## src/rtl/argmax_scheduler.sv

```systemverilog
// Sequencing controller for the output-layer argmax unit: packs a serial neuron
// stream into one vector, launches argmax, watches for a timeout, returns the class.
module argmax_scheduler #(
    parameter int numInput      = 10,
    parameter int inputWidth    = 16,
    parameter int classWidth    = 4,
    parameter int timeoutCycles = 64,
    parameter int countWidth    = 16
) (
    input  logic                           i_clk,
    input  logic                           reset_n,
    input  logic [inputWidth-1:0]          s_data,
    input  logic                           s_valid,
    output logic                           s_ready,
    output logic [numInput*inputWidth-1:0] mf_data,
    output logic                           mf_valid,
    input  logic [31:0]                    mf_result,
    input  logic                           mf_result_valid,
    output logic [classWidth-1:0]          o_class,
    output logic                           o_class_valid,
    input  logic                           i_class_ready,
    input  logic                           i_err_clr,
    output logic                           o_timeout_err,
    output logic                           o_busy,
    output logic [countWidth-1:0]          o_frame_count
);
    localparam int IdxW  = $clog2(numInput);
    localparam int WaitW = $clog2(timeoutCycles);
    localparam logic [IdxW-1:0]  LastIdx  = IdxW'(numInput - 1);
    localparam logic [WaitW-1:0] LastWait = WaitW'(timeoutCycles - 1);

    typedef enum logic [1:0] {
        ST_COLLECT,
        ST_LAUNCH,
        ST_WAIT,
        ST_HOLD
    } state_t;

    state_t                                  state;
    logic [IdxW-1:0]                         idx;
    logic [WaitW-1:0]                        wait_cnt;
    logic [numInput-1:0][inputWidth-1:0]     slots;

    // Only the low classWidth bits of the argmax index are meaningful here.
    logic unused_result;
    assign unused_result = ^mf_result[31:classWidth];

    assign mf_data = slots;
    assign s_ready = (state == ST_COLLECT);
    assign o_busy  = (state == ST_LAUNCH) || (state == ST_WAIT);

    always_ff @(posedge i_clk or negedge reset_n) begin
        if (!reset_n) begin
            state         <= ST_COLLECT;
            idx           <= '0;
            wait_cnt      <= '0;
            slots         <= '0;
            mf_valid      <= 1'b0;
            o_class       <= '0;
            o_class_valid <= 1'b0;
            o_timeout_err <= 1'b0;
            o_frame_count <= '0;
        end else begin
            mf_valid <= 1'b0;
            // A timeout raised below in the same cycle overrides this clear.
            if (i_err_clr) o_timeout_err <= 1'b0;

            case (state)
                ST_COLLECT: begin
                    if (s_valid) begin
                        slots[idx] <= s_data;
                        if (idx == LastIdx) begin
                            idx      <= '0;
                            mf_valid <= 1'b1;
                            state    <= ST_LAUNCH;
                        end else begin
                            idx <= idx + 1'b1;
                        end
                    end
                end

                ST_LAUNCH: begin
                    wait_cnt <= '0;
                    state    <= ST_WAIT;
                end

                ST_WAIT: begin
                    // The first wait cycle can still see the previous frame's valid level.
                    if (mf_result_valid && (wait_cnt != '0)) begin
                        o_class       <= mf_result[classWidth-1:0];
                        o_class_valid <= 1'b1;
                        state         <= ST_HOLD;
                    end else if (wait_cnt == LastWait) begin
                        o_timeout_err <= 1'b1;
                        state         <= ST_COLLECT;
                    end
                    wait_cnt <= wait_cnt + 1'b1;
                end

                ST_HOLD: begin
                    if (i_class_ready) begin
                        o_class_valid <= 1'b0;
                        o_frame_count <= o_frame_count + 1'b1;
                        state         <= ST_COLLECT;
                    end
                end

                default: state <= ST_COLLECT;
            endcase
        end
    end
endmodule
```

## config.mk

```make
export PLATFORM = sky130hd
export DESIGN_NAME = argmax_scheduler
export DESIGN_NICKNAME = d
export VERILOG_FILES = /design/src/rtl/argmax_scheduler.sv
export SDC_FILE = /design/constraint.sdc
export NUM_CORES = 1
export LEC_CHECK = 0
export ABC_CLOCK_PERIOD_IN_PS = 2300
export CORE_MARGIN = 4
export CORE_UTILIZATION = 48
export CTS_BUF_LIST = sky130_fd_sc_hd__clkbuf_4
export DETAILED_ROUTE_END_ITERATION = 6
export GPL_TIMING_DRIVEN = 0
export PLACE_DENSITY = 0.85
export SYNTH_ARGS = -nofsm -noshare
export SYNTH_HDL_FRONTEND = slang
export SYNTH_SLANG_ARGS = --single-unit
```

## constraint.sdc

```tcl
create_clock -name i_clk -period 2.3 [get_ports i_clk]
set_input_delay 0.345 -clock i_clk [delete_from_list [all_inputs] [get_ports i_clk]]
set_output_delay 0.345 -clock i_clk [all_outputs]
set_load 0.005 [all_outputs]
```

==> reports/metrics.cfg, run 1 <==
[timing]
slew_viol_final = 0
period_needed_ns = 2.209
fmax_ghz = 0.4526
fin_crit_sh_pct = 96.06
finalHoldViolCount = 0
worstMarginPinSlew_ns = 0.5812
maxSlewHeadroom_pct = 60.89
setup_viol = 0
finClkSkew_ns = 0.01659
setup-tns-final_ns = 0

[power]
p_per_area_mw_per_mm2 = 1243
internal-power_mw = 9.070
p_sw_mw = 3.845
finalPower_mw = 12.92
p_leak_nw = 4.677
comb_power_share_pct = 41.8
swShare_pct = 29.77
ir_worst_vdd_v = 0.0006469
clkPwrFrac_pct = 14.5
seq_power_share_pct = 43.6

[route]
drt-total-wl_um = 18670
drtIter0Drc = 261
viasPerCell = 5.167
drt-wirelength-per-cell_um = 19.35
route.detailed.drc = 0
vias = 4986
drt-pass1-iter-count = 4
postRouteAntennaNets = 0

[setup_path]
end_kind = output pin
critPathLaunchType = flop
crit_type = flop to output pin
cp_max_fo = 5
reg2reg_depth = 6
critical_path_arrival_ns = 1.86
required_ns = 1.96

[synthesis]
synth_flop_cell = dfrtp_1
synth_edf_count = 0
seq_area_frac_synth_pct = 62.58
ys_async_sr_fraction_pct = 100.0
syn_area_per_cell_um2 = 15.11
synth_nets = 576
synth_top_area_share_pct = 62.58
ys_seq_elements = 195
yosysUniqueCellTypes = 48
synth_top_cell_by_area = dfrtp_1
synth_area_leaders = dfrtp_1, mux2_2, xnor2_1
ys_warn_count = 0
synthCells = 516
syn_area_mm2 = 0.007797

[die]
start_util_pct = 49.09
boundaryPins = 239
dieArea_mm2 = 0.01835
core_area_mm2 = 0.01589
row_count = 46
chipWidth_um = 135.5
die_h_um = 135.5

[placed_design]
gpl.final_weighted_congestion = 0.8604
port_buffers = 194
hpwl_um = 13800

[grt]
grt_pass1_vias = 5376
grt_pass1_wl_um = 29680
grt_util_all_layers_pct = 20.97
antenna_found_initial = 1
grt_max_degree = 120
grt_overflow = 0

[hold_path]
worstHoldPathType = input pin to flop
whs_path_depth = 2

[final_layout]
fillCellCount = 1137
final_net_count = 794
area_delta_synth_final_pct = 33.26
mostFrequentLayoutCells = dfrtp_1, clkdlybuf4s50_1, mux2_2
drive_gt1_share_pct = 31.06
final_common_cell = dfrtp_1

[clocking]
clkLatencyLatePin_ns = 0.57
cts_buffer_depth = 2
cts_tree = done
cts_root_buf = clkbuf_4
cts_sinks = 195
htreeDepth = 4
path_clk_slew_ns = 0.15
numCtsBuffers = 17

[run_status]
status = complete, no violations

[job]
maxCapViolCount = 0

==> power by group through the flow <==
stage | clock [mW] | sequential (mW) | combinational (mW)
after detailed placement | 0 | 5.71 | 5.40
after global routing | 2.06 | 5.79 | 5.82
after floorplan | 0 | 5.67 | 1.90
after CTS | 1.94 | 5.63 | 5.48
after global placement | 0 | 5.61 | 5.19
final | 1.88 | 5.64 | 5.40
==> timing repair <==
item                                   4_1_cts  5_1_grt
gates resized for setup                      2        1
setup endpoints to repair                   51       15
hold buffers                                 1        0
setup buffers                                1        2
endpoints found under the hold margin       76        0
pin swaps                                    1        1
==> synth_stat cells (2+ instances only) <==
cell and n:
nor2_1 10, nor2b_1 3, and3_1 4, mux2_2 165
buf_6 5, inv_1 7, nand4_1 3, buf_2 8
buf_1 16, nand3_1 14, nor3_1 2, a21o_1 2
xnor2_1 9, nand2_1 15, ha_1 6, clkbuf_1 2
dfrtp_1 195, o21ai_0 8, nor2_2 2, nand2b_1 4
xor2_1 9
==> registers in the layout, indices dropped and copies added, names as in the netlist <==
register	flops
idx	4
mf_data	160
state	2
wait_cnt	6
o_class	4
mf_valid	1
o_frame_count	16
o_class_valid	1
o_timeout_err	1
==> routing by layer <==
metal	global-route usage (%)	share of wire [%]	up-vias
li1	-	-	2240
met1	25.83	41	2560
met2	35.92	50	171
met3	6.575	7.7	15
met4	5.655	1.1	0
met5	0	0	-
==> kinds of logic after synthesis <==
kind of cell	share of synthesized area [%]
adder cells (fa/ha/maj)	0.9627
AO/OA/AOI/OAI	1.669
XOR/XNOR	2.022
flip-flops	62.58
AND/OR/NAND/NOR	6.017
buffers and inverters	2.792
multiplexers	23.96
==> per-stage QoR <==
| stage | utilization, % | instance area [um^2] | hold slack, ns | worst slack [ns] | std cells |
|---|---|---|---|---|---|
| 5_1_grt | 65.41 | 10390 | 0.2689 | -0.006129 | 965 |
| 4_1_cts | 65.29 | 10370 | 0.2516 | 0.006329 | 961 |
| 3_3_place_gp | 63.01 | 10010 | 0.4629 | -6.521 | 926 |
| 3_5_place_dp | 63.22 | 10040 | 0.3640 | -0.2578 | 927 |
| 6_report | 65.41 | 10390 | 0.2947 | 0.09054 | 965 |
| 2_1_floorplan | - | 7797 | 0.04941 | 0.2610 | 516 |
==> worst max-delay path: stages (launching register included) <==
cell	delay [ns]
dfrtp_1	0.43
inv_1	0.12
ha_4	0.20
clkdlybuf4s50_1	0.56
==> cell type report <==
| cell class | instances | area [um^2] | area share (%) |
|---|---|---|---|
| well taps | 216 | 270.3 | 2.601 |
| inverters | 7 | 26.28 | 0.2529 |
| plain buffers | 34 | 191.4 | 1.842 |
| clock buffers | 17 | 127.6 | 1.228 |
| flip-flops and latches | 195 | 4880 | 46.96 |
| diodes | 2 | 5.005 | 0.04816 |
| multi-input cells | 280 | 2713 | 26.10 |
| repair buffers | 199 | 2007 | 19.31 |
| clock inverters | 15 | 171.4 | 1.650 |
==> final timing paths <==
path	slack, ns	start	end
worst max-delay path	0.09	state[0]$_DFFE_PN0P_	s_ready
worst min-delay path	0.29	s_data[5]	mf_data[37]$_DFFE_PN0P_
worst max register to register	0.09	state[0]$_DFFE_PN0P_	mf_data[126]$_DFFE_PN0P_
worst min register to register	0.51	o_frame_count[10]$_DFFE_PN0P_	o_frame_count[10]$_DFFE_PN0P_
max in group asynchronous	1.03	reset_n	mf_data[115]$_DFFE_PN0P_
min in group asynchronous	0.30	reset_n	mf_data[157]$_DFFE_PN0P_
Power figures use the tool's default switching activity.
==> inputs of run 2 (changes only) <==
- CORE_MARGIN: 4 -> 2
- PLACE_DENSITY: 0.85 -> 0.79
- SLEW_MARGIN: not set -> 20
==> reports/metrics.cfg, run 2 (synthesis results as in run 1) <==
[clocking]
htreeDepth = 4  ; unchanged
path_clk_slew_ns = 0.16  ; about the same
cts_tree = done
cts_buffer_depth = 2  ; unchanged
numCtsBuffers = 17  ; unchanged
cts_root_buf = clkbuf_4
cts_sinks = 195  ; unchanged
clkLatencyLatePin_ns = 0.57  ; about the same

[final_layout]
drive_gt1_share_pct = 31.28  ; +0.23 points
largest_reg_flops = 160  ; unchanged
seq_area_mm2 = 0.004880  ; unchanged
area_delta_synth_final_pct = 33.09
mostFrequentLayoutCells = dfrtp_1, clkdlybuf4s50_1, mux2_2
finalInstanceArea_mm2 = 0.01038  ; -0.13%
final_common_cell = dfrtp_1
instances_no_fill = 964  ; -0.10%
fillCellCount = 1227  ; +7.9%
antennaDiodeCount = 0  ; -2
multi_input_area_mm2 = 0.002713  ; unchanged
final_net_count = 795  ; +0.13%

[timing]
maxSlewHeadroom_pct = 48.44  ; -12 points
setup_viol = 0  ; unchanged
setup_ws_ns = 0.1016  ; +0.01105 ns
fin_crit_sh_pct = 95.58  ; -0.48 points
period_needed_ns = 2.198  ; -0.01105 ns
fmax_ghz = 0.4549  ; +0.50%
slew_viol_final = 0  ; unchanged
setup-tns-final_ns = 0  ; unchanged
finClkSkew_ns = 0.02503  ; +0.008445 ns
worstMarginPinSlew_ns = 0.7734  ; +0.1921 ns
finalHoldViolCount = 0  ; unchanged

[grt]
grt_pass1_vias = 5172  ; -3.8%
grt_pass1_wl_um = 29220  ; -1.6%
grt_overflow = 0  ; unchanged
grt_max_degree = 107  ; -11%
grt_util_all_layers_pct = 21.71  ; +0.75 points
antenna_found_initial = 0  ; -1

[power]
clkPwrFrac_pct = 14.1  ; -0.4 points
p_sw_mw = 3.805  ; -1.1%
swShare_pct = 29.56  ; -0.22 points
comb_power_share_pct = 42.4  ; +0.6 points
p_per_area_mw_per_mm2 = 1240  ; -0.20%
seq_power_share_pct = 43.5  ; about the same
ir_worst_vdd_v = 0.0006334  ; -2.1%
internal-power_mw = 9.068  ; about the same
p_leak_nw = 4.667  ; -0.21%

[die]
die_h_um = 131.5  ; -3.0%
start_util_pct = 49.09  ; unchanged
core_area_mm2 = 0.01589  ; unchanged
boundaryPins = 239  ; unchanged
row_count = 46  ; unchanged
dieArea_mm2 = 0.01728  ; -5.8%
chipWidth_um = 131.5  ; -3.0%

[route]
postRouteAntennaNets = 0  ; unchanged
drt-wirelength-per-cell_um = 18.98  ; -1.9%
viasPerCell = 5.180  ; +0.26%
drt-total-wl_um = 18300  ; -2.0%
drt-pass1-iter-count = 4  ; unchanged
vias = 4994  ; +0.16%
route.detailed.drc = 0  ; unchanged
drtIter0Drc = 212  ; -19%

[placed_design]
dp.cells = 927  ; unchanged
place_worst_setup_slack_ns = -0.2320  ; +0.02571 ns
gpl.final_weighted_congestion = 0.8686  ; +0.95%
port_buffers = 194  ; unchanged
placed_area_mm2 = 0.01004  ; unchanged
hpwl_um = 13250  ; -4.0%

[run_status]
status = complete, no violations

[setup_path]
end_kind = output pin
cp_max_fo = 7  ; +2
cp_slowest_cell = clkdlybuf4s50_1
crit_chain = inv_2 > ha_4 > clkdlybuf4s50_1
crit_buf_inv = 2  ; unchanged
critPathLaunchType = flop
critical_path_arrival_ns = 1.85  ; about the same
max_stage_delay_ns = 0.53  ; -0.03 ns
crit_family = buffers and inverters
crit_type = flop to output pin
required_ns = 1.96  ; about the same

[hold_path]
worstHoldPathType = input pin to flop

[job]
maxCapViolCount = 0  ; unchanged

[run 2: final timing paths]
kind / from / end / cells after the start / slack, ns
max in group asynchronous: reset_n / o_class[0]$_DFFE_PN0P_ / 3 / 0.99
worst max register to register: state[0]$_DFFE_PN0P_ / mf_data[153]$_DFFE_PN0P_ / 6 / 0.11
min in group asynchronous: reset_n / mf_data[9]$_DFFE_PN0P_ / 2 / 0.43
worst min-delay path: s_data[9] / mf_data[9]$_DFFE_PN0P_ / 2 / 0.30
worst max-delay path: state[0]$_DFFE_PN0P_ / s_ready / 3 / 0.10
worst min register to register: o_frame_count[15]$_DFFE_PN0P_ / o_frame_count[15]$_DFFE_PN0P_ / 1 / 0.48
[run 2: power groups by stage]
stage                     clock network (mW)  logic [mW]  registers, mW
after floorplan                            0        1.90           5.67
after global placement                     0        5.24           5.60
after detailed placement                   0        5.42           5.67
after CTS                               1.88        5.47           5.59
after global routing                    2.03        5.79           5.76
final                                   1.82        5.46           5.60
[run 2: through the flow]
stage / power [mW] / hold WS, ns / utilization, %
finish: 12.87 / 0.2993 / 65.33
detailed placement: 11.09 / 0.4564 / 63.22
global route: 13.59 / 0.2778 / 65.33
CTS: 12.94 / 0.2554 / 65.14
global placement: 10.84 / 0.4648 / 63.01
floorplan: 7.570 / 0.04941 / -
[run 2: what timing repair did]
item                       4_1_cts  5_1_grt
buffers inserted                 0        4
pin swaps                        1        1
resized for setup                2        2
hold endpoints to repair       105        0
hold buffers                     1        0
setup endpoints to repair       51       19
[run 2: worst register-to-register path, delay by kind of cell, from the launching register on]
| kind | cells | cell delay, ns |
|---|---|---|
| buf+inv | 2 | 0.35 |
| fa+ha+maj | 1 | 0.21 |
| flops | 1 | 0.45 |
| simple gates | 2 | 0.73 |
| mux | 1 | 0.34 |
[run 2: area by class of cell]
class	count	share of cell area, %
Timing Repair Buffer	200	19.41
Sequential cell	195	47.02
Clock buffer	17	1.230
Tap cell	216	2.604
Inverter	7	0.2532
Buffer	34	1.845
Multi-Input combinational cell	280	26.14
Clock inverter	15	1.495
[run 2: routing by layer]
layer  track usage, %  share of wire [%]  vias up
met5                0                  0        -
met4            7.246                1.9        0
met3            5.015                5.0       25
met2            36.62                 51      156
met1            27.81                 42     2578
li1                 -                  -     2235
==> inputs of run 3 (changes only) <==
- CORE_ASPECT_RATIO: not set -> 0.6
==> reports/metrics.cfg, run 3 (synthesis results as in run 1) <==
[run_status]
status = complete, no violations

[placed_design]
port_buffers = 194  ; unchanged
hpwl_um = 13970  ; +5.4%
placed_area_mm2 = 0.01006  ; +0.19%
gpl.final_weighted_congestion = 0.7996  ; -7.9%
dp.cells = 921  ; -0.65%

[power]
clkPwrFrac_pct = 14.7  ; +0.6 points
seq_power_share_pct = 43.2  ; -0.3 points
p_per_area_mw_per_mm2 = 1245  ; +0.40%
internal-power_mw = 9.087  ; +0.21%
p_leak_nw = 4.694  ; +0.56%
p_sw_mw = 3.887  ; +2.2%
ir_worst_vdd_v = 0.0006446  ; +1.8%
finalPower_mw = 12.97  ; +0.79%
swShare_pct = 29.96  ; +0.40 points
comb_power_share_pct = 42.1  ; -0.3 points

[die]
dieArea_mm2 = 0.01731  ; +0.19%
chipWidth_um = 168.5  ; +28%
boundaryPins = 239  ; unchanged
start_util_pct = 48.49  ; -0.60 points
core_area_mm2 = 0.01608  ; +1.2%
row_count = 36  ; -22%
die_h_um = 102.7  ; -22%

[setup_path]
cp_max_fo = 6  ; -1
crit_family = buffers and inverters
max_stage_delay_ns = 0.52  ; about the same
crit_chain = inv_1 > ha_4 > clkdlybuf4s50_1
reg2reg_depth = 6  ; unchanged
crit_buf_inv = 2  ; unchanged
cp_slowest_cell = clkdlybuf4s50_1
required_ns = 1.96  ; about the same
worst-path-stages = 3  ; unchanged
critical_path_arrival_ns = 1.86  ; about the same
critPathLaunchType = flop
crit_type = flop to output pin
end_kind = output pin

[clocking]
cts_buffer_depth = 2  ; unchanged
numCtsBuffers = 17  ; unchanged
clkLatencyLatePin_ns = 0.58  ; about the same
path_clk_slew_ns = 0.17  ; about the same
cts_tree = done
htreeDepth = 4  ; unchanged
cts_root_buf = clkbuf_4
cts_sinks = 195  ; unchanged

[timing]
fmax_ghz = 0.4532  ; -0.37%
period_needed_ns = 2.207  ; +0.008151 ns
finClkSkew_ns = 0.02152  ; -0.003510 ns
fin_crit_sh_pct = 95.94  ; +0.35 points
maxSlewHeadroom_pct = 56.15  ; +7.7 points
slew_viol_final = 0  ; unchanged
setup_viol = 0  ; unchanged
worstMarginPinSlew_ns = 0.6578  ; -0.1156 ns
finalHoldViolCount = 0  ; unchanged

[route]
viasPerCell = 5.227  ; +0.89%
drt-pass1-iter-count = 4  ; unchanged
drtIter0Drc = 222  ; +4.7%
postRouteAntennaNets = 0  ; unchanged
drt-wirelength-per-cell_um = 19.91  ; +4.9%
drt-total-wl_um = 19050  ; +4.1%
vias = 5002  ; +0.16%
route.detailed.drc = 0  ; unchanged

[final_layout]
final_net_count = 795  ; unchanged
mostFrequentLayoutCells = dfrtp_1, clkdlybuf4s50_1, mux2_2
fin_util_pct = 64.78  ; -0.54 points
largest_reg_flops = 160  ; unchanged
finalInstanceArea_mm2 = 0.01042  ; +0.39%
instances_no_fill = 957  ; -0.73%
final_common_cell = dfrtp_1
area_delta_synth_final_pct = 33.60
drive_gt1_share_pct = 31.19  ; -0.092 points

[hold_path]
worstHoldPathType = input pin to async pin

[grt]
grt_pass1_wl_um = 29050  ; -0.59%
grt_max_degree = 86  ; -20%
grt_util_all_layers_pct = 22.30  ; +0.59 points
antenna_found_initial = 1  ; +1
grt_overflow = 0  ; unchanged
grt_pass1_vias = 5159  ; -0.25%

[job]
maxCapViolCount = 0  ; unchanged

run 3: layer usage:
metal,track usage (%),vias up,part of all wire [%]
met5,0,-,0
met4,6.764,0,1.8
met3,6.411,26,6.0
met2,35.42,150,46
met1,30.36,2583,46
li1,-,2243,-
run 3: per-stage QoR:
stage	setup TNS, ns	hold WS, ns	setup slack, ns
floorplan	0	0.04941	0.2610
global placement	-1308.67	0.4618	-6.710
detailed placement	-6.987	0.2987	-0.2009
CTS	0	0.2232	0.009110
global route	-0.009165	0.2305	-0.006180
finish	0	0.2430	0.09344
run 3: power by group through the flow:
| stage | logic [mW] | clock network, mW | registers (mW) |
|---|---|---|---|
| finish | 5.46 | 1.91 | 5.60 |
| global route | 5.85 | 2.10 | 5.78 |
| CTS | 5.47 | 1.96 | 5.60 |
| detailed placement | 5.40 | 0 | 5.68 |
| global placement | 5.25 | 0 | 5.57 |
| floorplan | 1.90 | 0 | 5.67 |
run 3: layout make-up:
type | instances | area (um^2)
fillers | 1170 | 5663
flip-flops and latches | 195 | 4880
multi-input cells | 280 | 2723
repair buffers | 200 | 2034
well taps | 209 | 261.5
plain buffers | 34 | 191.4
clock inverters | 14 | 171.4
clock buffers | 17 | 127.6
inverters | 7 | 26.28
diodes | 1 | 2.502
run 3: path summary, 6_finish.rpt:
kind / endpoint / start / slack (ns)
worst max-delay path: s_ready / state[0]$_DFFE_PN0P_ / 0.09
worst min-delay path: mf_data[108]$_DFFE_PN0P_ / reset_n / 0.24
worst max register to register: mf_data[158]$_DFFE_PN0P_ / state[0]$_DFFE_PN0P_ / 0.16
worst min register to register: o_frame_count[15]$_DFFE_PN0P_ / o_frame_count[15]$_DFFE_PN0P_ / 0.50
max in group asynchronous: mf_data[80]$_DFFE_PN0P_ / reset_n / 0.96
min in group i_clk: mf_data[45]$_DFFE_PN0P_ / s_data[13] / 0.29
run 3: what timing repair did:
action,CTS,global route
resized for setup,2,3
endpoints found under the setup margin,40,18
setup buffers,0,3
cloned,0,0
hold endpoints to repair,58,0
pin swaps,0,1
hold buffers,1,0
run 3: worst reg2reg max path, delay by kind of cell, from the launching register on:
| family | cells | cell delay [ns] |
|---|---|---|
| adders and majority gates | 1 | 0.21 |
| buffers and inverters | 2 | 0.38 |
| DFF | 1 | 0.45 |
| muxes | 1 | 0.35 |
| and+or+nand+nor | 2 | 0.66 |
